`src/rtl/glyph_ctrl_pkg.sv`:
```
// Shared constants and FSM state type for the signed-value glyph sequencer.
package glyph_ctrl_pkg;

   localparam int DEF_VAL_W     = 16;
   localparam int DEF_DIGITS    = 5;
   localparam int DEF_GLYPH_W   = 18;
   localparam int DEF_GLYPH_GAP = 2;
   localparam int BCD_W         = 4 * DEF_DIGITS;
   localparam int GLYPH_H       = 25;
   localparam int CELL_PITCH    = DEF_GLYPH_W + DEF_GLYPH_GAP;
   localparam int COORD_W       = 13;

   typedef enum logic [2:0] {
      ST_IDLE,
      ST_ABS,
      ST_SHIFT,
      ST_PEND,
      ST_COMMIT
   } state_t;

endpackage

```
`src/rtl/bcd_dabble_step.sv`:
```
// One double-dabble iteration: add 3 to every BCD nibble >= 5, then shift {bcd, mag} left by one.
// Purely combinational; no handshake.
module bcd_dabble_step #(
   parameter int BCD_BITS = 20,
   parameter int MAG_W    = 16
) (
   input  logic [BCD_BITS-1:0] bcd_i,
   input  logic [MAG_W-1:0]    mag_i,
   output logic [BCD_BITS-1:0] bcd_o,
   output logic [MAG_W-1:0]    mag_o
);

   logic [BCD_BITS-1:0] adj;

   always_comb begin
      adj = bcd_i;
      for (int k = 0; k < BCD_BITS / 4; k++) begin
         if (bcd_i[4*k +: 4] >= 4'd5) begin
            adj[4*k +: 4] = bcd_i[4*k +: 4] + 4'd3;
         end
      end
   end

   assign {bcd_o, mag_o} = {adj, mag_i} << 1;

endmodule

```
`src/rtl/signed_value_glyph_ctrl.sv`:
```
// Signed value -> per-glyph controls; iterative BCD conversion, display committed only on a frame-start pulse.
// Load accepted only when o_ready; leading-zero blanking when LEADING_ZERO_BLANK_EN is defined.
module signed_value_glyph_ctrl
   import glyph_ctrl_pkg::*;
#(
   parameter int VAL_W     = DEF_VAL_W,
   parameter int DIGITS    = DEF_DIGITS,
   parameter int GLYPH_W   = DEF_GLYPH_W,
   parameter int GLYPH_GAP = DEF_GLYPH_GAP,
   parameter int ORIGIN_X  = 0,
   parameter int ORIGIN_Y  = 0
) (
   input  logic                          i_clk,
   input  logic                          i_rst_n,
   input  logic [VAL_W-1:0]              i_value,
   input  logic                          i_load,
   input  logic                          i_frame_start,
   output logic                          o_ready,
   output logic                          o_busy,
   output logic                          o_minus_en,
   output logic [DIGITS-1:0]             o_digit_en,
   output logic [4*DIGITS-1:0]           o_digit_val,
   output logic [COORD_W*(DIGITS+1)-1:0] o_glyph_x,
   output logic [COORD_W-1:0]            o_glyph_y
);

   localparam int BCD_BITS = 4 * DIGITS;
   localparam int ITER_W   = $clog2(VAL_W);
   localparam int PITCH    = GLYPH_W + GLYPH_GAP;

   state_t              state_q, state_d;
   logic [VAL_W-1:0]    val_q, val_d;
   logic                sign_q, sign_d;
   logic [VAL_W-1:0]    mag_q, mag_d;
   logic [BCD_BITS-1:0] bcd_q, bcd_d;
   logic [ITER_W-1:0]   iter_q, iter_d;
   logic                minus_en_q, minus_en_d;
   logic [DIGITS-1:0]   digit_en_q, digit_en_d;
   logic [BCD_BITS-1:0] digit_val_q, digit_val_d;

   logic [BCD_BITS-1:0] step_bcd;
   logic [VAL_W-1:0]    step_mag;
   logic [DIGITS-1:0]   commit_en;

   bcd_dabble_step #(
      .BCD_BITS (BCD_BITS),
      .MAG_W    (VAL_W)
   ) u_step (
      .bcd_i (bcd_q),
      .mag_i (mag_q),
      .bcd_o (step_bcd),
      .mag_o (step_mag)
   );

`ifdef LEADING_ZERO_BLANK_EN
   // Scan from the MS digit down; a digit is shown once any digit at or above it is non-zero.
   always_comb begin
      logic seen;
      seen      = 1'b0;
      commit_en = '0;
      for (int k = DIGITS - 1; k >= 0; k--) begin
         seen         = seen | (bcd_q[4*k +: 4] != 4'd0) | (k == 0);
         commit_en[k] = seen;
      end
   end
`else
   assign commit_en = '1;
`endif

   always_comb begin
      state_d     = state_q;
      val_d       = val_q;
      sign_d      = sign_q;
      mag_d       = mag_q;
      bcd_d       = bcd_q;
      iter_d      = iter_q;
      minus_en_d  = minus_en_q;
      digit_en_d  = digit_en_q;
      digit_val_d = digit_val_q;
      case (state_q)
         ST_IDLE: begin
            if (i_load) begin
               val_d   = i_value;
               state_d = ST_ABS;
            end
         end
         ST_ABS: begin
            // Unsigned negation maps the most negative value onto 2^(VAL_W-1) without overflow.
            sign_d  = val_q[VAL_W-1];
            mag_d   = val_q[VAL_W-1] ? (-val_q) : val_q;
            bcd_d   = '0;
            iter_d  = '0;
            state_d = ST_SHIFT;
         end
         ST_SHIFT: begin
            bcd_d  = step_bcd;
            mag_d  = step_mag;
            iter_d = iter_q + ITER_W'(1);
            if (iter_q == ITER_W'(VAL_W - 1)) begin
               state_d = ST_PEND;
            end
         end
         ST_PEND: begin
            if (i_frame_start) begin
               minus_en_d  = sign_q && (bcd_q != '0);
               digit_en_d  = commit_en;
               digit_val_d = bcd_q;
               state_d     = ST_COMMIT;
            end
         end
         ST_COMMIT: begin
            state_d = ST_IDLE;
         end
         default: begin
            state_d = ST_IDLE;
         end
      endcase
   end

   always_ff @(posedge i_clk or negedge i_rst_n) begin
      if (!i_rst_n) begin
         state_q     <= ST_IDLE;
         val_q       <= '0;
         sign_q      <= 1'b0;
         mag_q       <= '0;
         bcd_q       <= '0;
         iter_q      <= '0;
         minus_en_q  <= 1'b0;
         digit_en_q  <= '0;
         digit_val_q <= '0;
      end else begin
         state_q     <= state_d;
         val_q       <= val_d;
         sign_q      <= sign_d;
         mag_q       <= mag_d;
         bcd_q       <= bcd_d;
         iter_q      <= iter_d;
         minus_en_q  <= minus_en_d;
         digit_en_q  <= digit_en_d;
         digit_val_q <= digit_val_d;
      end
   end

   assign o_ready     = (state_q == ST_IDLE);
   assign o_busy      = !o_ready;
   assign o_minus_en  = minus_en_q;
   assign o_digit_en  = digit_en_q;
   assign o_digit_val = digit_val_q;
   assign o_glyph_y   = COORD_W'(ORIGIN_Y);

   // Cell 0 is the minus sign, cells 1..DIGITS run from the MS digit to units.
   for (genvar c = 0; c <= DIGITS; c++) begin : g_cell_x
      assign o_glyph_x[COORD_W*c +: COORD_W] = COORD_W'(ORIGIN_X + c * PITCH);
   end

endmodule
```
`config.mk`:
```
export PLATFORM = sky130hd
export DESIGN_NAME = signed_value_glyph_ctrl
export DESIGN_NICKNAME = d
export VERILOG_FILES = /design/src/rtl/glyph_ctrl_pkg.sv /design/src/rtl/bcd_dabble_step.sv /design/src/rtl/signed_value_glyph_ctrl.sv
export SDC_FILE = /design/constraint.sdc
export NUM_CORES = 1
export LEC_CHECK = 0
export CORE_ASPECT_RATIO = 0.7
export CORE_MARGIN = 2
export CORE_UTILIZATION = 44
export CTS_CLUSTER_DIAMETER = 120
export DETAILED_ROUTE_END_ITERATION = 8
export GPL_TIMING_DRIVEN = 0
export MAX_ROUTING_LAYER = met4
export PLACE_DENSITY = 0.87
export SYNTH_ARGS = -nofsm -noshare
export SYNTH_HDL_FRONTEND = slang
export SYNTH_SLANG_ARGS = --single-unit
```
`constraint.sdc`:
```
create_clock -name i_clk -period 1.53 [get_ports i_clk]
set_input_delay 0.306 -clock i_clk [delete_from_list [all_inputs] [get_ports i_clk]]
set_output_delay 0.306 -clock i_clk [all_outputs]
set_load 0.03 [all_outputs]
```
==> results.cfg, run 1 <==
[run_status]
status = finished, violations left
failed_checks = negative setup slack

[synth]
synth_compound_area_frac = 0.1354
syn_area_per_cell_um2 = 10.53
ys_ff_latch = 82
synth_top_family_by_area = buffers and inverters
synthFlopType = dfrtp_1
synth_xor_area_frac = 0.02179
yosys.area_share.simple = 0.1032
synth-edff-count = 0
syn_inst = 458
synth-adder-area-share = 0.04150
async_flop_share = 1.000
yosys_warnings = 0
syn_area_um2 = 4823
ys_types = 51
synthMuxAreaShare = 0.07964
seq_area_frac_synth = 0.4254

[floorplan]
die_y_um = 91.60
core_area_um2 = 10510
fp.dieW_um = 129.1
io_pins = 139
rows = 31
die-area_um2 = 11830
initial_core_util = 0.4589

[sta]
min_period_ps = 1812
hold_viol = 0
grt_setup_unrepaired = yes
whs_ps = 422.5
clock_skew_ps = 17.95
finalCritPeriodShare = 1.184
fmax_mhz = 551.9
finalSetupViolCount = 73
fin_ws_ps = -281.9
fin_setup_tns_ps = -8921
slew_violations = 0

[clock_network]
htreeDepth = 3
clock-sinks = 82
worstSkewPairLatency_ps = 350
clockRootBuffer = clkbuf_16
cts_buffers = 9
cts_tree = done
clock_path_buffers = 2
path_clk_slew_ps = 80

[grt]
use_met2 = 0.4193
grt_util_all_layers = 0.2652
grt_max_degree = 57
busiest_layer = met2
grt_antenna_before_repair = 1
grt_overflow = 0
grt_pass1_wl_um = 23200
grt_pass1_vias = 4239
use_met1 = 0.3246
grt_util_met3 = 0.04478

[pwr]
p_leak_nw = 3.583
ir_drop_uv = 1039
power_mw = 17.03
powerDensity_nw_per_um2 = 2346

[routing]
drcViolationCount = 0
route.detailed.vias_per_inst = 5.465
drt-pass1-iter-count = 6
vias = 4416
wl_per_cell_um = 21.41
wirelength_um = 17300
drt-initial-drc-count = 581
ant_nets = 0

[placed_design]
gp_congestion = 0.8305
dp_cells = 743
io_buffers = 47
dp.final_hpwl_um = 7797

[final_layout]
drive_above_1_share = 0.4659
instances_no_fill = 808
area_delta_synth_final_pct = 50.53
nets = 692
fin_util = 0.6908

[worst_setup_path]
startpoint_type = register
end_kind = register
worst-setup-path-type = register to register
crit_fanout = 4
required_ps = 1730
worstPathArrival_ps = 2010

[min_path]
hp-class = input pin to asynchronous set/reset pin

[flow_run]
max_cap_viol_count = 0
## cell usage in the layout, fill, tap and decap left out, drive strengths merged, types with 6 or more instances in the layout
master	instances
a21oi	9
a22o	6
a22oi	14
buf	165
clkbuf	11
clkdlybuf4s50	18
conb	91
dfrtp	82
dlygate4sd2	22
ha	16
inv	16
mux2	24
mux2i	11
nand2	30
nand2b	7
nor2	9
nor2b	7
nor3b	7
o211ai	7
o21ai	32
o22ai	8
o31ai	8
xnor2	7
## final timing paths
kind                       slack, ps              end  cells past startpoint             from
hold reg to reg                  490  o_digit_val[17]                      2  o_digit_val[17]
setup reg to reg                -280        mag_q[10]                      7         val_q[0]
setup / recovery                -280        mag_q[10]                      7         val_q[0]
hold / removal                   420         mag_q[9]                      2          i_rst_n
max in group asynchronous        470       state_q[0]                      3          i_rst_n
min in group i_clk               490  o_digit_val[17]                      2  o_digit_val[17]
## cells by family after synthesis
kind of cell | Yosys count
adders and majority gates | 16
muxes | 35
DFF | 82
xor gates and xnor gates | 12
buffers and inverters | 131
and+or+nand+nor | 85
other | 2
AOI/OAI and AO/OA | 95
## registers in the layout, indices dropped and copies added, names as in the netlist
register / flops
bcd_q: 20
iter_q: 4
mag_q: 16
o_digit_en: 1
o_digit_val: 20
o_minus_en: 1
sign_q: 1
state_q: 3
val_q: 16
## power breakdown
group / internal [mW] / switching, mW / total, mW
clock: 1.24 / 0.945 / 2.19
sequential: 3.09 / 1.25 / 4.33
combinational: 4.96 / 5.55 / 10.5
## timing repair
action | 4_1_cts | 5_1_grt
pin swaps | 20 | 27
gates resized for setup | 158 | 79
gates cloned | 6 | 1
hold buffers | 1 | 0
endpoints found under the hold margin | 26 | 0
endpoints found under the setup margin | 97 | 85
setup buffers | 26 | 18
## cells in the mapped netlist, types with 7 or more instances
master    count  area (um2)
mux2i_1      11       110.1
inv_1        16       60.06
nor2b_1       7       43.79
ha_1         16       200.2
nand2b_1      7       43.79
o31ai_1       8       60.06
a22oi_1      14       105.1
mux2_1       15       168.9
dfrtp_1      82        2052
xnor2_1       7       61.31
mux2_2        8       90.09
nand2_1      29       108.9
buf_4       101       758.2
a21oi_1       9       45.04
nor2_1        8       30.03
o21ai_1      12       60.06
o21ai_0      20       100.1
o22ai_1       8       50.05
## worst max-delay path, stage by stage, from the launching register on
cell      delay (ps)
dfrtp_2          490
inv_4            110
ha_4             150
nor3b_4          300
buf_4            190
nand3_2           80
mux2i_1          200
o211ai_1         140
## layer usage
layer	part of all wire	routed length [um]
met5	0	0
met2	0.47	8045
met4	0.051	881
met1	0.39	6702
met3	0.097	1670
## per-stage QoR
stage	instance area [um2]	setup WS (ps)
floorplan	5191	-207.4
global placement	5847	-2594
detailed placement	5872	-426.7
CTS	6835	-173.4
global route	7261	-331.0
finish	7261	-281.9
## area by class of cell
type                    count  area (um2)
plain buffers             113       944.7
fillers                   617        3251
clock buffers              10       229.0
clock inverters             4       45.04
diodes                      1       2.502
multi-input cells         335        2729
well taps                 148       185.2
repair buffers             99        1002
flip-flops and latches     82        2061
inverters                  16       62.56
Power figures use the tool's default switching activity.
==> inputs of run 2 (changes only) <==
--- a/config.mk
+++ b/config.mk
@@ -6,7 +6,7 @@
 export NUM_CORES = 1
 export LEC_CHECK = 0
 export CORE_ASPECT_RATIO = 0.7
-export CORE_MARGIN = 2
+export CORE_MARGIN = 4
 export CORE_UTILIZATION = 44
 export CTS_CLUSTER_DIAMETER = 120
 export DETAILED_ROUTE_END_ITERATION = 8
==> results.cfg, run 2 (synthesis results as in run 1) <==
[pwr]
p_clk_frac = 0.151
p_leak_nw = 3.778
switching_share = 0.4514
p_int_mw = 9.904
ir_drop_uv = 1098
combPwrFrac = 0.606
p_switching_mw = 8.150
p_seq_frac = 0.243
powerDensity_nw_per_um2 = 2368

[grt]
grt_util_all_layers = 0.2583
grt_overflow = 0
grt_pass1_vias = 4402
grt_antenna_before_repair = 1
grt_max_degree = 55
grt_pass1_wl_um = 24810

[worst_setup_path]
worstPathArrival_ps = 2030
crit_family = simple AND/OR/NAND/NOR gates
startpoint_type = register
slowest_delay_ps = 490
crit_buf_inv = 2
end_kind = register
crit_path_frequent_cell = buf_6
required_ps = 1750
crit_fanout = 8
worst-setup-path-type = register to register
cp_cell_sequence = buf_6, buf_6, or3b_4, nand2_8, o31ai_4, a32o_2
crit_slowest_cell = or3b_4

[final_layout]
nets = 705
final_common_cell = buf_4
fin_util = 0.7252
instances_no_fill = 822
drive_above_1_share = 0.5082
layout_common_cells = buf_4 (132), conb_1 (91), dfrtp_1 (74), buf_6 (27), dlygate4sd2_1 (21)
fillers = 600
area_delta_synth_final_pct = 58.03

[floorplan]
io_pins = 139
rows = 31
core_area_um2 = 10510
die_y_um = 95.60
initial_core_util = 0.4589
fp.dieW_um = 133.1
die-area_um2 = 12730

[routing]
wirelength_um = 19470
route.detailed.vias_per_inst = 5.592
vias = 4597
drt-initial-drc-count = 543
drt-pass1-iter-count = 5
drcViolationCount = 0
wl_per_cell_um = 23.69
ant_nets = 0

[sta]
clock_skew_ps = 13.15
finalSetupViolCount = 81
hold_viol = 0
grt_setup_unrepaired = yes
slew_violations = 0
min_period_ps = 1807
fin_ws_ps = -276.9
fmax_mhz = 553.4
finalCritPeriodShare = 1.181
whs_ps = 435.5

[clock_network]
clock_path_buffers = 2
cts_buffers = 9
clock-sinks = 82
worstSkewPairLatency_ps = 350
htreeDepth = 3
path_clk_slew_ps = 70
clockRootBuffer = clkbuf_16
cts_tree = done

[run_status]
failed_checks = negative setup slack
status = finished, violations left

[placed_design]
dp_cells = 743
dp.final_hpwl_um = 7980
io_buffers = 47
gp_congestion = 0.8359

[min_path]
hp-class = input pin to asynchronous set/reset pin

[flow_run]
max_cap_viol_count = 0
## run 2: final cells by class
class | count | area (um2) | area share
multi-input combinational | 335 | 2840 | 0.3726
sequential | 82 | 2062 | 0.2705
timing repair buffer | 113 | 1157 | 0.1518
buffer | 112 | 952.2 | 0.1249
clock buffer | 9 | 225.2 | 0.02955
tap | 148 | 185.2 | 0.02429
clock inverter | 6 | 130.1 | 0.01707
inverter | 16 | 67.56 | 0.008864
antenna | 1 | 2.502 | 0.0003283
## run 2: worst register-to-register path: cells and delay by family, from the launching register on
family / cells / cell delay [ps]
simple gates: 2 / 680
compound gates: 2 / 370
flops: 1 / 390
buf+inv: 2 / 260
## run 2: worst paths after layout
path | slack (ps) | end | cells after the start | from
max in group asynchronous | 460 | bcd_q[12] | 3 | i_rst_n
min in group i_clk | 480 | o_digit_val[8] | 2 | o_digit_val[8]
worst min register to register | 480 | o_digit_val[8] | 2 | o_digit_val[8]
worst min-delay path | 440 | o_digit_val[5] | 2 | i_rst_n
worst max-delay path | -280 | bcd_q[7] | 6 | state_q[0]
worst max register to register | -280 | bcd_q[7] | 6 | state_q[0]
## run 2: power groups by stage
stage | Combinational, mW | Sequential, mW | Clock [mW]
after floorplan | 4.28 | 4.17 | 0
after CTS | 8.46 | 4.06 | 2.63
after global placement | 6.05 | 3.88 | 0
after detailed placement | 6.31 | 3.97 | 0
final | 10.9 | 4.39 | 2.73
after global routing | 11.2 | 4.45 | 2.80
## run 2: metal layers
| layer | up-vias | track usage | share of wire |
|---|---|---|---|
| met3 | 113 | 0.05802 | 0.10 |
| li1 | 1847 | - | - |
| met4 | 0 | 0.1267 | 0.049 |
| met2 | 383 | 0.4324 | 0.48 |
| met1 | 2254 | 0.2986 | 0.37 |
| met5 | - | - | 0 |
## run 2: metrics by stage
stage                     TNS [ps]  area (um2)  setup WS (ps)  power (mW)
after floorplan              -1686        5191         -207.4       8.452
after global placement     -223370        5847          -2594       9.940
after detailed placement    -14240        5872         -460.0       10.27
after CTS                    -3585        6980         -191.1       15.15
after global routing        -14100        7622         -314.4       18.49
final                       -11850        7622         -276.9       18.05
## run 2: repair_timing
item / in CTS / in global routing
gates resized for setup: 151 / 139
endpoints found under the setup margin: 99 / 86
hold buffers: 1 / 0
hold endpoints to repair: 28 / 0
gates cloned: 3 / 2
pin swaps: 19 / 30
buffers inserted: 41 / 20
==> inputs of run 3 (changes only) <==
--- a/config.mk
+++ b/config.mk
@@ -10,7 +10,6 @@
 export CORE_UTILIZATION = 44
 export CTS_CLUSTER_DIAMETER = 120
 export DETAILED_ROUTE_END_ITERATION = 8
-export GPL_TIMING_DRIVEN = 0
 export MAX_ROUTING_LAYER = met4
 export PLACE_DENSITY = 0.87
 export SYNTH_ARGS = -nofsm -noshare
==> results.cfg, run 3 (synthesis results as in run 1) <==
[run_status]
status = finished, violations left
failed_checks = negative hold slack, negative setup slack

[grt]
grt_pass1_vias = 3637
grt_util_all_layers = 0.1901
grt_pass1_wl_um = 18620
grt_antenna_before_repair = 0
grt_overflow = 0
grt_max_degree = 83

[clock_network]
cts_buffers = 9
clock_path_buffers = 2
clock-sinks = 82
htreeDepth = 3
path_clk_slew_ps = 60
clockRootBuffer = clkbuf_16
cts_hold_buf = 0
worstSkewPairLatency_ps = 340
cts_tree = done

[flow_run]
max_cap_viol_count = 0

[floorplan]
fp.dieW_um = 133.1
core_area_um2 = 10510
initial_core_util = 0.4589
die_y_um = 95.60
die-area_um2 = 12730
io_pins = 139
rows = 31

[sta]
fin_ws_ps = -187.2
min_period_ps = 1717
slew_violations = 0
hold_viol = 24
clock_skew_ps = 4.346
grt_setup_unrepaired = yes
tightest_slew_ps = 648.8
fmax_mhz = 582.4
whs_ps = -6.721
max_slew_margin = 0.5675
finalCritPeriodShare = 1.122
finalSetupViolCount = 61

[placed_design]
dp_cells = 682
io_buffers = 47
gp_congestion = 0.8114
dp.final_hpwl_um = 7577

[worst_setup_path]
startpoint_type = register
end_kind = register
required_ps = 1780
worstPathArrival_ps = 1970
worst-setup-path-type = register to register
crit_fanout = 7

[routing]
wl_per_cell_um = 17.18
drt-pass1-iter-count = 5
wirelength_um = 12300
ant_nets = 0
drt-initial-drc-count = 340
drcViolationCount = 0
route.detailed.vias_per_inst = 5.036
vias = 3606

[final_layout]
fillers = 776
drive_above_1_share = 0.2923
nets = 599
final_common_cell = conb_1
layout_common_cells = conb_1 (91), dfrtp_1 (76), buf_4 (54), nand2_1 (27), dlygate4sd2_1 (21)
diodes = 0
area_delta_synth_final_pct = 26.93
instances_no_fill = 716

[pwr]
ir_drop_uv = 823.1
p_leak_nw = 2.981
powerDensity_nw_per_um2 = 2307

[min_path]
hp-class = input pin to asynchronous set/reset pin
-- run 3: final timing paths --
kind	from	cells after the start	slack [ps]	endpoint
worst max-delay path	state_q[2]	6	-190	mag_q[9]
worst min-delay path	i_rst_n	2	-7	bcd_q[4]
worst max register to register	state_q[2]	6	-190	mag_q[9]
worst min register to register	o_digit_val[4]	2	480	o_digit_val[4]
max in group asynchronous	i_rst_n	2	1170	val_q[0]
min in group i_clk	o_digit_val[4]	2	480	o_digit_val[4]
-- run 3: where the power goes --
part           total (mW)  internal, mW  switching (mW)  leakage (nW)
registers            4.08          3.09           0.996          1.05
clock network        2.08          1.23           0.848         0.143
logic                7.97          3.74            4.23          1.79
-- run 3: final cells by class --
class                           count  area (um2)  share of cell area
Sequential cell                    82        2059              0.3364
Clock inverter                      2       10.01            0.001635
Multi-Input combinational cell    334        2424              0.3959
Timing Repair Buffer              120        1110              0.1813
Inverter                           16       60.06            0.009810
Tap cell                          148       185.2             0.03025
Clock buffer                       14       274.0             0.04476
-- run 3: metrics by stage --
stage          instance area (um2)  setup TNS [ps]    util  worst slack [ps]  total power [mW]
2_1_floorplan                 5191           -1686       -            -207.4             8.452
3_3_place_gp                  5434           -3611  0.5170            -197.7             10.28
3_5_place_dp                  5434           -5521  0.5170            -237.7             10.67
4_1_cts                       6041           -2142  0.5747            -132.4             13.58
5_1_grt                       6122           -7169  0.5824            -212.4             14.91
6_report                      6122           -4392  0.5824            -187.2             14.12
-- run 3: critical path: stages, from the launching register on --
cell      delay, ps
dfrtp_2         450
buf_6           140
or3b_4          410
buf_8           160
nor2_4          220
a22oi_2         130
o211ai_1        120
-- run 3: timing repair --
action | 4_1_cts | 5_1_grt
gates cloned | 1 | 0
buffers inserted | 13 | 4
gates resized for setup | 86 | 38
pin swaps | 12 | 13
endpoints found under the setup margin | 65 | 76
-- run 3: routing by layer --
metal | track usage | share of wire
met1 | 0.2219 | 0.41
met2 | 0.3298 | 0.51
met3 | 0.03586 | 0.058
met4 | 0.07534 | 0.022
met5 | - | 0
